File: src/rtl/ex_muldiv_unit_if.sv
// ex_muldiv_unit_if
// ID/EX -> EX/MEM bus of the RV64M iterative multiply/divide unit.
//   master: pipeline side. Drives start, flush, funct3_in, rs1_data_in, rs2_data_in
//           and rd_addr_in. Receives stall_out, done_out, result_out and rd_addr_out.
//   slave : unit side, with the opposite directions.
interface ex_muldiv_unit_if #(
  parameter int unsigned REG_WIDTH = 64,
  parameter int unsigned REG_COUNT = 32
);
  localparam int unsigned RdW = $clog2(REG_COUNT);

  logic                 start;
  logic                 flush;
  logic [2:0]           funct3_in;
  logic [REG_WIDTH-1:0] rs1_data_in;
  logic [REG_WIDTH-1:0] rs2_data_in;
  logic [RdW-1:0]       rd_addr_in;
  logic                 stall_out;
  logic                 done_out;
  logic [REG_WIDTH-1:0] result_out;
  logic [RdW-1:0]       rd_addr_out;

  modport master (
    output start, flush, funct3_in, rs1_data_in, rs2_data_in, rd_addr_in,
    input  stall_out, done_out, result_out, rd_addr_out
  );

  modport slave (
    input  start, flush, funct3_in, rs1_data_in, rs2_data_in, rd_addr_in,
    output stall_out, done_out, result_out, rd_addr_out
  );
endinterface

File: src/rtl/ex_muldiv_unit.sv
// ex_muldiv_unit
// Iterative RV64M multiply/divide unit for the EX stage. One radix-2 step per cycle:
// shift-add multiply and restoring divide share a 2*REG_WIDTH accumulator. The pipeline
// is held with stall_out while the op runs; the result is presented for one cycle
// with done_out. Divide-by-zero and signed overflow bypass the iteration.
// Ports:
//   clk  : clock, rising edge
//   rst  : synchronous active-high reset
//   bus  : ex_muldiv_unit_if.slave (start/flush/funct3/operands/rd in,
//          stall/done/result/rd out)
module ex_muldiv_unit #(
  parameter int unsigned REG_WIDTH = 64,
  parameter int unsigned REG_COUNT = 32
) (
  input logic             clk,
  input logic             rst,
  ex_muldiv_unit_if.slave bus
);
  localparam int unsigned W    = REG_WIDTH;
  localparam int unsigned RdW  = $clog2(REG_COUNT);
  localparam int unsigned CntW = $clog2(REG_WIDTH);
  localparam logic [W-1:0] MinNeg = {1'b1, {(W-1){1'b0}}};

  typedef enum logic [1:0] {StIdle, StCalc, StFix, StDone} state_e;

  state_e         r_state, w_state_next;
  logic [2*W-1:0] r_acc;
  logic [W-1:0]   r_op;      // multiplicand for multiply, divisor for divide
  logic [W-1:0]   r_result;
  logic [CntW-1:0] r_cnt;
  logic [2:0]     r_funct3;
  logic [RdW-1:0] r_rd;
  logic           r_a_neg, r_b_neg;

  logic           w_accept, w_is_div, w_a_signed, w_b_signed, w_a_neg, w_b_neg;
  logic           w_div_zero, w_div_ovf, w_fast;
  logic [W-1:0]   w_a_mag, w_b_mag, w_fast_result;
  logic [W:0]     w_mul_sum, w_rem_shift, w_div_diff;
  logic [2*W-1:0] w_mul_step, w_div_step, w_prod_fix;
  logic [W-1:0]   w_quo_fix, w_rem_fix, w_fix_result;

  // ---------------- operand decode at accept ----------------
  assign w_accept   = bus.start && !bus.flush && (r_state == StIdle || r_state == StDone);
  assign w_is_div   = bus.funct3_in[2];
  // MUL/MULH/MULHSU treat rs1 as signed; MUL/MULH treat rs2 as signed; DIV/REM both.
  assign w_a_signed = w_is_div ? !bus.funct3_in[0] : (bus.funct3_in[1:0] != 2'b11);
  assign w_b_signed = w_is_div ? !bus.funct3_in[0] : !bus.funct3_in[1];
  assign w_a_neg    = w_a_signed && bus.rs1_data_in[W-1];
  assign w_b_neg    = w_b_signed && bus.rs2_data_in[W-1];
  assign w_a_mag    = w_a_neg ? -bus.rs1_data_in : bus.rs1_data_in;
  assign w_b_mag    = w_b_neg ? -bus.rs2_data_in : bus.rs2_data_in;

  assign w_div_zero = w_is_div && (bus.rs2_data_in == '0);
  assign w_div_ovf  = w_is_div && !bus.funct3_in[0] && (bus.rs1_data_in == MinNeg) &&
                      (bus.rs2_data_in == '1);
  assign w_fast     = w_div_zero || w_div_ovf;

  always_comb begin
    w_fast_result = '0;
    if (w_div_zero) begin
      w_fast_result = bus.funct3_in[1] ? bus.rs1_data_in : '1;
    end else begin
      w_fast_result = bus.funct3_in[1] ? '0 : bus.rs1_data_in;
    end
  end

  // ---------------- iteration step ----------------
  // Multiply: low half holds the multiplier, consumed LSB first; product shifts in from top.
  assign w_mul_sum  = {1'b0, r_acc[2*W-1:W]} + {1'b0, r_op};
  assign w_mul_step = r_acc[0] ? {w_mul_sum, r_acc[W-1:1]} : {1'b0, r_acc[2*W-1:1]};

  // Divide: high half is the partial remainder, low half the dividend turning into quotient.
  // Bit W of the difference is the borrow, since the shifted remainder is below 2*divisor.
  assign w_rem_shift = {r_acc[2*W-1:W], r_acc[W-1]};
  assign w_div_diff  = w_rem_shift - {1'b0, r_op};
  assign w_div_step  = !w_div_diff[W] ? {w_div_diff[W-1:0], r_acc[W-2:0], 1'b1}
                                      : {w_rem_shift[W-1:0], r_acc[W-2:0], 1'b0};

  // ---------------- sign fix and result select ----------------
  always_comb begin
    w_prod_fix   = (r_a_neg ^ r_b_neg) ? -r_acc : r_acc;
    w_quo_fix    = r_acc[W-1:0];
    w_rem_fix    = r_acc[2*W-1:W];
    w_fix_result = '0;
    if (r_a_neg ^ r_b_neg) w_quo_fix = -r_acc[W-1:0];
    if (r_a_neg)           w_rem_fix = -r_acc[2*W-1:W];
    if (r_funct3[2]) begin
      w_fix_result = r_funct3[1] ? w_rem_fix : w_quo_fix;
    end else begin
      w_fix_result = (r_funct3[1:0] == 2'b00) ? w_prod_fix[W-1:0] : w_prod_fix[2*W-1:W];
    end
  end

  // ---------------- FSM: state register ----------------
  always_ff @(posedge clk) begin
    if (rst) r_state <= StIdle;
    else     r_state <= w_state_next;
  end

  // ---------------- FSM: next state ----------------
  always_comb begin
    w_state_next = r_state;
    if (bus.flush) begin
      w_state_next = StIdle;
    end else begin
      unique case (r_state)
        StIdle, StDone: begin
          if (bus.start) w_state_next = w_fast ? StDone : StCalc;
          else           w_state_next = StIdle;
        end
        StCalc:  if (r_cnt == '0) w_state_next = StFix;
        StFix:   w_state_next = StDone;
        default: w_state_next = StIdle;
      endcase
    end
  end

  // ---------------- FSM: outputs ----------------
  always_comb begin
    bus.stall_out   = (r_state == StCalc) || (r_state == StFix) || (w_accept && !w_fast);
    bus.done_out    = (r_state == StDone);
    bus.result_out  = r_result;
    bus.rd_addr_out = r_rd;
  end

  // ---------------- datapath ----------------
  always_ff @(posedge clk) begin
    if (rst) begin
      r_acc    <= '0;
      r_op     <= '0;
      r_result <= '0;
      r_cnt    <= '0;
      r_funct3 <= '0;
      r_rd     <= '0;
      r_a_neg  <= 1'b0;
      r_b_neg  <= 1'b0;
    end else if (w_accept) begin
      r_funct3 <= bus.funct3_in;
      r_rd     <= bus.rd_addr_in;
      r_a_neg  <= w_a_neg;
      r_b_neg  <= w_b_neg;
      r_cnt    <= CntW'(W - 1);
      if (w_fast) r_result <= w_fast_result;
      if (w_is_div) begin
        r_acc <= {{W{1'b0}}, w_a_mag};
        r_op  <= w_b_mag;
      end else begin
        r_acc <= {{W{1'b0}}, w_b_mag};
        r_op  <= w_a_mag;
      end
    end else if (!bus.flush) begin
      if (r_state == StCalc) begin
        r_acc <= r_funct3[2] ? w_div_step : w_mul_step;
        if (r_cnt != '0) r_cnt <= r_cnt - CntW'(1);
      end else if (r_state == StFix) begin
        r_result <= w_fix_result;
      end
    end
  end

endmodule

File: src/flat_wrapper.sv
// flat-port wrapper written by rule: the top's interface ports become plain ports
module ex_muldiv_unit_flat 
#(
  parameter int unsigned REG_WIDTH = 64,
  parameter int unsigned REG_COUNT = 32
)
  (clk, rst, bus_start, bus_flush, bus_funct3_in, bus_rs1_data_in, bus_rs2_data_in, bus_rd_addr_in, bus_stall_out, bus_done_out, bus_result_out, bus_rd_addr_out);
  ex_muldiv_unit_if #(.REG_WIDTH(REG_WIDTH), .REG_COUNT(REG_COUNT)) bus_i ();
  input logic clk;
  input logic rst;
  input wire logic [$bits(bus_i.start)-1:0] bus_start;
  input wire logic [$bits(bus_i.flush)-1:0] bus_flush;
  input wire logic [$bits(bus_i.funct3_in)-1:0] bus_funct3_in;
  input wire logic [$bits(bus_i.rs1_data_in)-1:0] bus_rs1_data_in;
  input wire logic [$bits(bus_i.rs2_data_in)-1:0] bus_rs2_data_in;
  input wire logic [$bits(bus_i.rd_addr_in)-1:0] bus_rd_addr_in;
  output wire logic [$bits(bus_i.stall_out)-1:0] bus_stall_out;
  output wire logic [$bits(bus_i.done_out)-1:0] bus_done_out;
  output wire logic [$bits(bus_i.result_out)-1:0] bus_result_out;
  output wire logic [$bits(bus_i.rd_addr_out)-1:0] bus_rd_addr_out;
  assign bus_i.start = bus_start;
  assign bus_i.flush = bus_flush;
  assign bus_i.funct3_in = bus_funct3_in;
  assign bus_i.rs1_data_in = bus_rs1_data_in;
  assign bus_i.rs2_data_in = bus_rs2_data_in;
  assign bus_i.rd_addr_in = bus_rd_addr_in;
  assign bus_stall_out = bus_i.stall_out;
  assign bus_done_out = bus_i.done_out;
  assign bus_result_out = bus_i.result_out;
  assign bus_rd_addr_out = bus_i.rd_addr_out;
  ex_muldiv_unit #(.REG_WIDTH(REG_WIDTH), .REG_COUNT(REG_COUNT)) u_core (.clk(clk), .rst(rst), .bus(bus_i));
endmodule
File: config.mk
export PLATFORM = sky130hd
export DESIGN_NAME = ex_muldiv_unit_flat
export DESIGN_NICKNAME = d
export VERILOG_FILES = /design/src/rtl/ex_muldiv_unit_if.sv /design/src/rtl/ex_muldiv_unit.sv /design/src/flat_wrapper.sv
export SDC_FILE = /design/constraint.sdc
export NUM_CORES = 2
export LEC_CHECK = 0
export BUFFER_PORTS_ARGS = -buffer_cell sky130_fd_sc_hd__buf_2
export CAP_MARGIN = 0
export CORE_MARGIN = 8
export CORE_UTILIZATION = 55
export DETAILED_ROUTE_END_ITERATION = 10
export PLACE_DENSITY = 0.74
export SYNTH_ARGS = -nofsm -noshare
export SYNTH_HDL_FRONTEND = slang
export SYNTH_SLANG_ARGS = --single-unit
File: constraint.sdc
create_clock -name clk -period 5.4 [get_ports clk]
set_input_delay 1.08 -clock clk [delete_from_list [all_inputs] [get_ports clk]]
set_output_delay 1.08 -clock clk [all_outputs]
set_load 0.02 [all_outputs]
==> impl_summary.md <==
Finish
The fraction of final layout cells sized beyond drive strength 1 is 0.1136. The footprint of the multi-input gates is 23380 µm². The fill cell total of the finished layout is 5382.

The area overhead of the layout relative to synthesis is 10.07%. The post-layout utilization of the core is 0.6126. Summing all flip-flop and latch instances after layout gives 5493 µm². For this run, the post-layout net count is 4727.

Global routing
The global-route usage over all layers is 0.4102. The number of global-route vias before repair is 31630. The number of antenna violations at the first check in global routing was 5. Entering global routing, the biggest net connects 121 pins. The first global-routing pass estimated 201800 µm of wire. The remaining global-route overflow is 0.

Timing
In the post-route analysis, the smallest setup slack over all paths is 313.5 ps. Setup repair after global routing left no endpoint under its margin. The count of final max-slew check failures was 0. The normalized max-slew margin is 0.1475. Static timing analysis puts the maximum clock frequency at 0.1966 GHz. Setup violations remaining at the end of the flow were counted as 0. The post-route fraction of the period consumed by the critical path is 0.9419. Hold is met by 452.7 ps.

Setup total negative slack on the finished layout was measured at 0 ps. The final-report hold violation count is 0. The worst-margin pin slew is 1277 ps. The post-route clock skew is 27.80 ps.

After layout, the minimum clock period comes to 5087 ps.

Clocking
Once the clock tree was built, the setup fixing pass inserted 0 buffers. The root cell of the clock tree is sky130_fd_sc_hd__clkbuf_16. The number of CTS-inserted buffers is 37. The count of H-tree levels built during CTS is 2. Hold repair after CTS inserted 0 buffers.

The number of sinks handled by clock tree synthesis is 274. The clock latency reported for the late side of the worst-skew pair is 580 ps. The number of buffers on the longest clock path is 3. The number of gates resized after CTS was 0.

Clock-pin slew was measured on the worst setup and hold paths at 60 ps. TritonCTS built the clock tree.

Setup path
In this run the worst setup path terminates at bus_stall_out. In this run the critical register-to-register path is launched from u_core.r_op[7]. The most critical setup path has its startpoint at bus_rs1_data_in[1]. The classification of the worst setup path is primary input to primary output. The path depth of the worst reg2reg path is 13. The critical path launch point type is a primary input. At the worst endpoint, the required time is 4320 ps. Along the worst path, the maximum fanout reaches 4. In this run the register-to-register setup slack is 610 ps. Data on the critical path arrives at its endpoint at 4010 ps.

The category of the worst setup path capture point is a primary output. The endpoint of the lowest-slack register-to-register path is u_core.r_acc[126].

Logic synthesis
Counting flops with a built-in enable in the synthesized netlist gives 0. Among all flip-flop cells after synthesis, the most frequent one is sky130_fd_sc_hd__dfxtp_1. The share of synthesized area occupied by flip-flops and latches is 0.1786. The netlist area before placement is 30720 µm². Synthesis instantiated 90 different standard cells from the library.

The number of nets in the synthesized netlist is 4689. After synthesis the netlist holds a flip-flop and latch count of 274. The mean cell area of the mapped netlist is 6.968 µm². The count of mapped cells out of synthesis is 4409. Of all flip-flops after synthesis, the portion carrying an async set or reset was 0. Yosys printed 0 warnings.

Floorplan
The core region is 55200 µm². The die outline area is 63680 µm². In this run the vertical extent of the chip is 252.3 µm. For this configuration, the core starts out at a cell density of 0.5565. The floorplan step set the die width to 252.3 µm. The number of top-level design ports is 211. The initialized floorplan defines 86 standard-cell rows.

Route
The via count of the routed design is 34980. The first-pass iteration count of the detailed router is 8. After detailed routing, the number of vias per cell comes to 6.696. After the first detailed-routing iteration, the DRC count stood at 4774. Dividing the detail-routed wire length by the instance count gives 26.27 µm. The overall routed net length is 137200 µm. In this run the remaining antenna-violating nets after routing total 0. After detailed routing, the number of remaining DRC violations is 0.

Placement
The half-perimeter wire length after placement is 107500 µm. The count of buffers inserted at the top-level ports is 210. Routability-driven placement finished with a final weighted congestion of 1.064. The post-place setup slack is 360.5 ps.

Pwr
The leakage power is 13.70 nW. Power spread over the standard cell area amounts to 213.0 nW/µm². VDD sags by at most 0.2484 mV.

Hold path
The kind of path behind the tightest hold check is flop to flop.

Job
The max-capacitance violation count is 0.

Outcome
The run finished with clean final reports.
[metal layers]
layer | vias up | routed length [µm] | global-route usage | part of all wire
li1 | 16220 | - | - | -
met1 | 16300 | 56640 | 0.5491 | 0.41
met2 | 2140 | 56140 | 0.5967 | 0.41
met3 | 325 | 16780 | 0.1157 | 0.12
met4 | 0 | 7675 | 0.2048 | 0.056
met5 | - | 0 | 0 | 0
[area by class of cell]
cell class | count | area share
Tap cell | 748 | 0.02768
Timing Repair Buffer | 365 | 0.06760
Inverter | 138 | 0.01532
Sequential cell | 274 | 0.1624
Clock inverter | 15 | 0.005476
Multi-Input combinational cell | 3631 | 0.6916
Antenna cell | 4 | 0.0002960
Clock buffer | 49 | 0.02960
[synth_stat cells (100+ instances only)]
cell | instances | area share
sky130_fd_sc_hd__a21oi_1 | 448 | 0.073
sky130_fd_sc_hd__clkbuf_1 | 317 | 0.039
sky130_fd_sc_hd__dfxtp_1 | 274 | 0.18
sky130_fd_sc_hd__ha_1 | 138 | 0.056
sky130_fd_sc_hd__inv_1 | 134 | 0.016
sky130_fd_sc_hd__nand2_1 | 523 | 0.064
sky130_fd_sc_hd__nor2_1 | 402 | 0.049
sky130_fd_sc_hd__nor3_1 | 100 | 0.016
sky130_fd_sc_hd__o211ai_1 | 106 | 0.026
sky130_fd_sc_hd__o21ai_0 | 286 | 0.047
sky130_fd_sc_hd__xnor2_1 | 214 | 0.061
sky130_fd_sc_hd__xor2_1 | 188 | 0.054
[sequential cells by signal (all words and copies together) (netlist names)]
signal and flops:
u_core.bus.result_out 64, u_core.r_funct3 3, u_core.r_a_neg 1, u_core.r_acc 128, u_core.bus.rd_addr_out 5, u_core.r_cnt 6, u_core.r_state 2, u_core.r_op 64
u_core.r_b_neg 1
[stage by stage]
step,std cells,power [mW],cell area [µm²]
finish,5224,7.201,33810
CTS,5218,7.084,33790
global placement,5154,4.605,32600
global route,5220,7.429,33800
detailed placement,5154,4.613,32600
floorplan,4409,3.779,30720
[worst max-delay path, cell delays in order]
cell                       delay, ps
sky130_fd_sc_hd__buf_2           120
sky130_fd_sc_hd__inv_1            80
sky130_fd_sc_hd__ha_1            160
sky130_fd_sc_hd__or3b_2          500
sky130_fd_sc_hd__nand2b_1        210
sky130_fd_sc_hd__nand2b_1        260
sky130_fd_sc_hd__nor3_2          320
sky130_fd_sc_hd__nand3_1         200
sky130_fd_sc_hd__or4_1           590
sky130_fd_sc_hd__o22ai_2         190
sky130_fd_sc_hd__o21ai_0         100
sky130_fd_sc_hd__buf_2           190
[layout by cell type, fill, tap and decap left out, types with 29 or more instances in the layout]
master,count
sky130_fd_sc_hd__nor2b_1,29
sky130_fd_sc_hd__dfxtp_1,270
sky130_fd_sc_hd__a21o_1,69
sky130_fd_sc_hd__buf_4,149
sky130_fd_sc_hd__maj3_1,56
sky130_fd_sc_hd__clkbuf_16,37
sky130_fd_sc_hd__nand4_1,72
sky130_fd_sc_hd__xnor2_1,213
sky130_fd_sc_hd__mux2i_1,91
sky130_fd_sc_hd__o211ai_1,106
sky130_fd_sc_hd__or4_1,44
sky130_fd_sc_hd__or3_1,47
sky130_fd_sc_hd__nor2_1,397
sky130_fd_sc_hd__nand2b_1,36
sky130_fd_sc_hd__o21ai_0,286
sky130_fd_sc_hd__inv_1,133
sky130_fd_sc_hd__o31ai_1,46
sky130_fd_sc_hd__a222oi_1,37
sky130_fd_sc_hd__a211oi_1,89
sky130_fd_sc_hd__a21oi_1,446
sky130_fd_sc_hd__ha_1,138
sky130_fd_sc_hd__nor4_1,58
sky130_fd_sc_hd__o22ai_1,37
sky130_fd_sc_hd__nand3_1,58
sky130_fd_sc_hd__xor2_1,187
sky130_fd_sc_hd__nand2_1,522
sky130_fd_sc_hd__a31oi_1,38
sky130_fd_sc_hd__nor3_1,100
sky130_fd_sc_hd__o21bai_1,30
sky130_fd_sc_hd__buf_2,208
[where the power goes]
part	switching (mW)	leakage [nW]	total [mW]	internal, mW
clock	1.04	0.562	2.50	1.46
sequential	0.156	2.23	2.27	2.11
combinational	1.60	10.9	2.43	0.826
total	2.80	13.7	7.20	4.40
[kinds of logic (layout without fill, tap and decap cells)]
logic type	count (synthesis)	in the layout	synth area share
compound gates	1457	1457	0.3084
flops	274	274	0.1786
xor+xnor	402	402	0.1146
fa+ha+maj	196	196	0.07575
other cells	0	4	0
mux	116	116	0.03881
simple gates	1460	1460	0.2208
buf+inv	504	567	0.06309
[worst min-delay path by stage]
stage | start | endpoint | slack (ps) | depth (start not counted)
after floorplan | u_core.r_op[46] | u_core.r_op[46] | 450 | 2
after global placement | u_core.bus.rd_addr_out[3] | u_core.bus.rd_addr_out[3] | 440 | 2
after detailed placement | u_core.bus.result_out[58] | u_core.bus.result_out[58] | 440 | 2
after CTS | u_core.bus.rd_addr_out[0] | u_core.bus.rd_addr_out[0] | 450 | 2
after global routing | u_core.bus.rd_addr_out[4] | u_core.bus.rd_addr_out[4] | 470 | 2
final | u_core.bus.result_out[58] | u_core.bus.result_out[58] | 450 | 2
No activity file was read; power rests on OpenSTA's default activity.
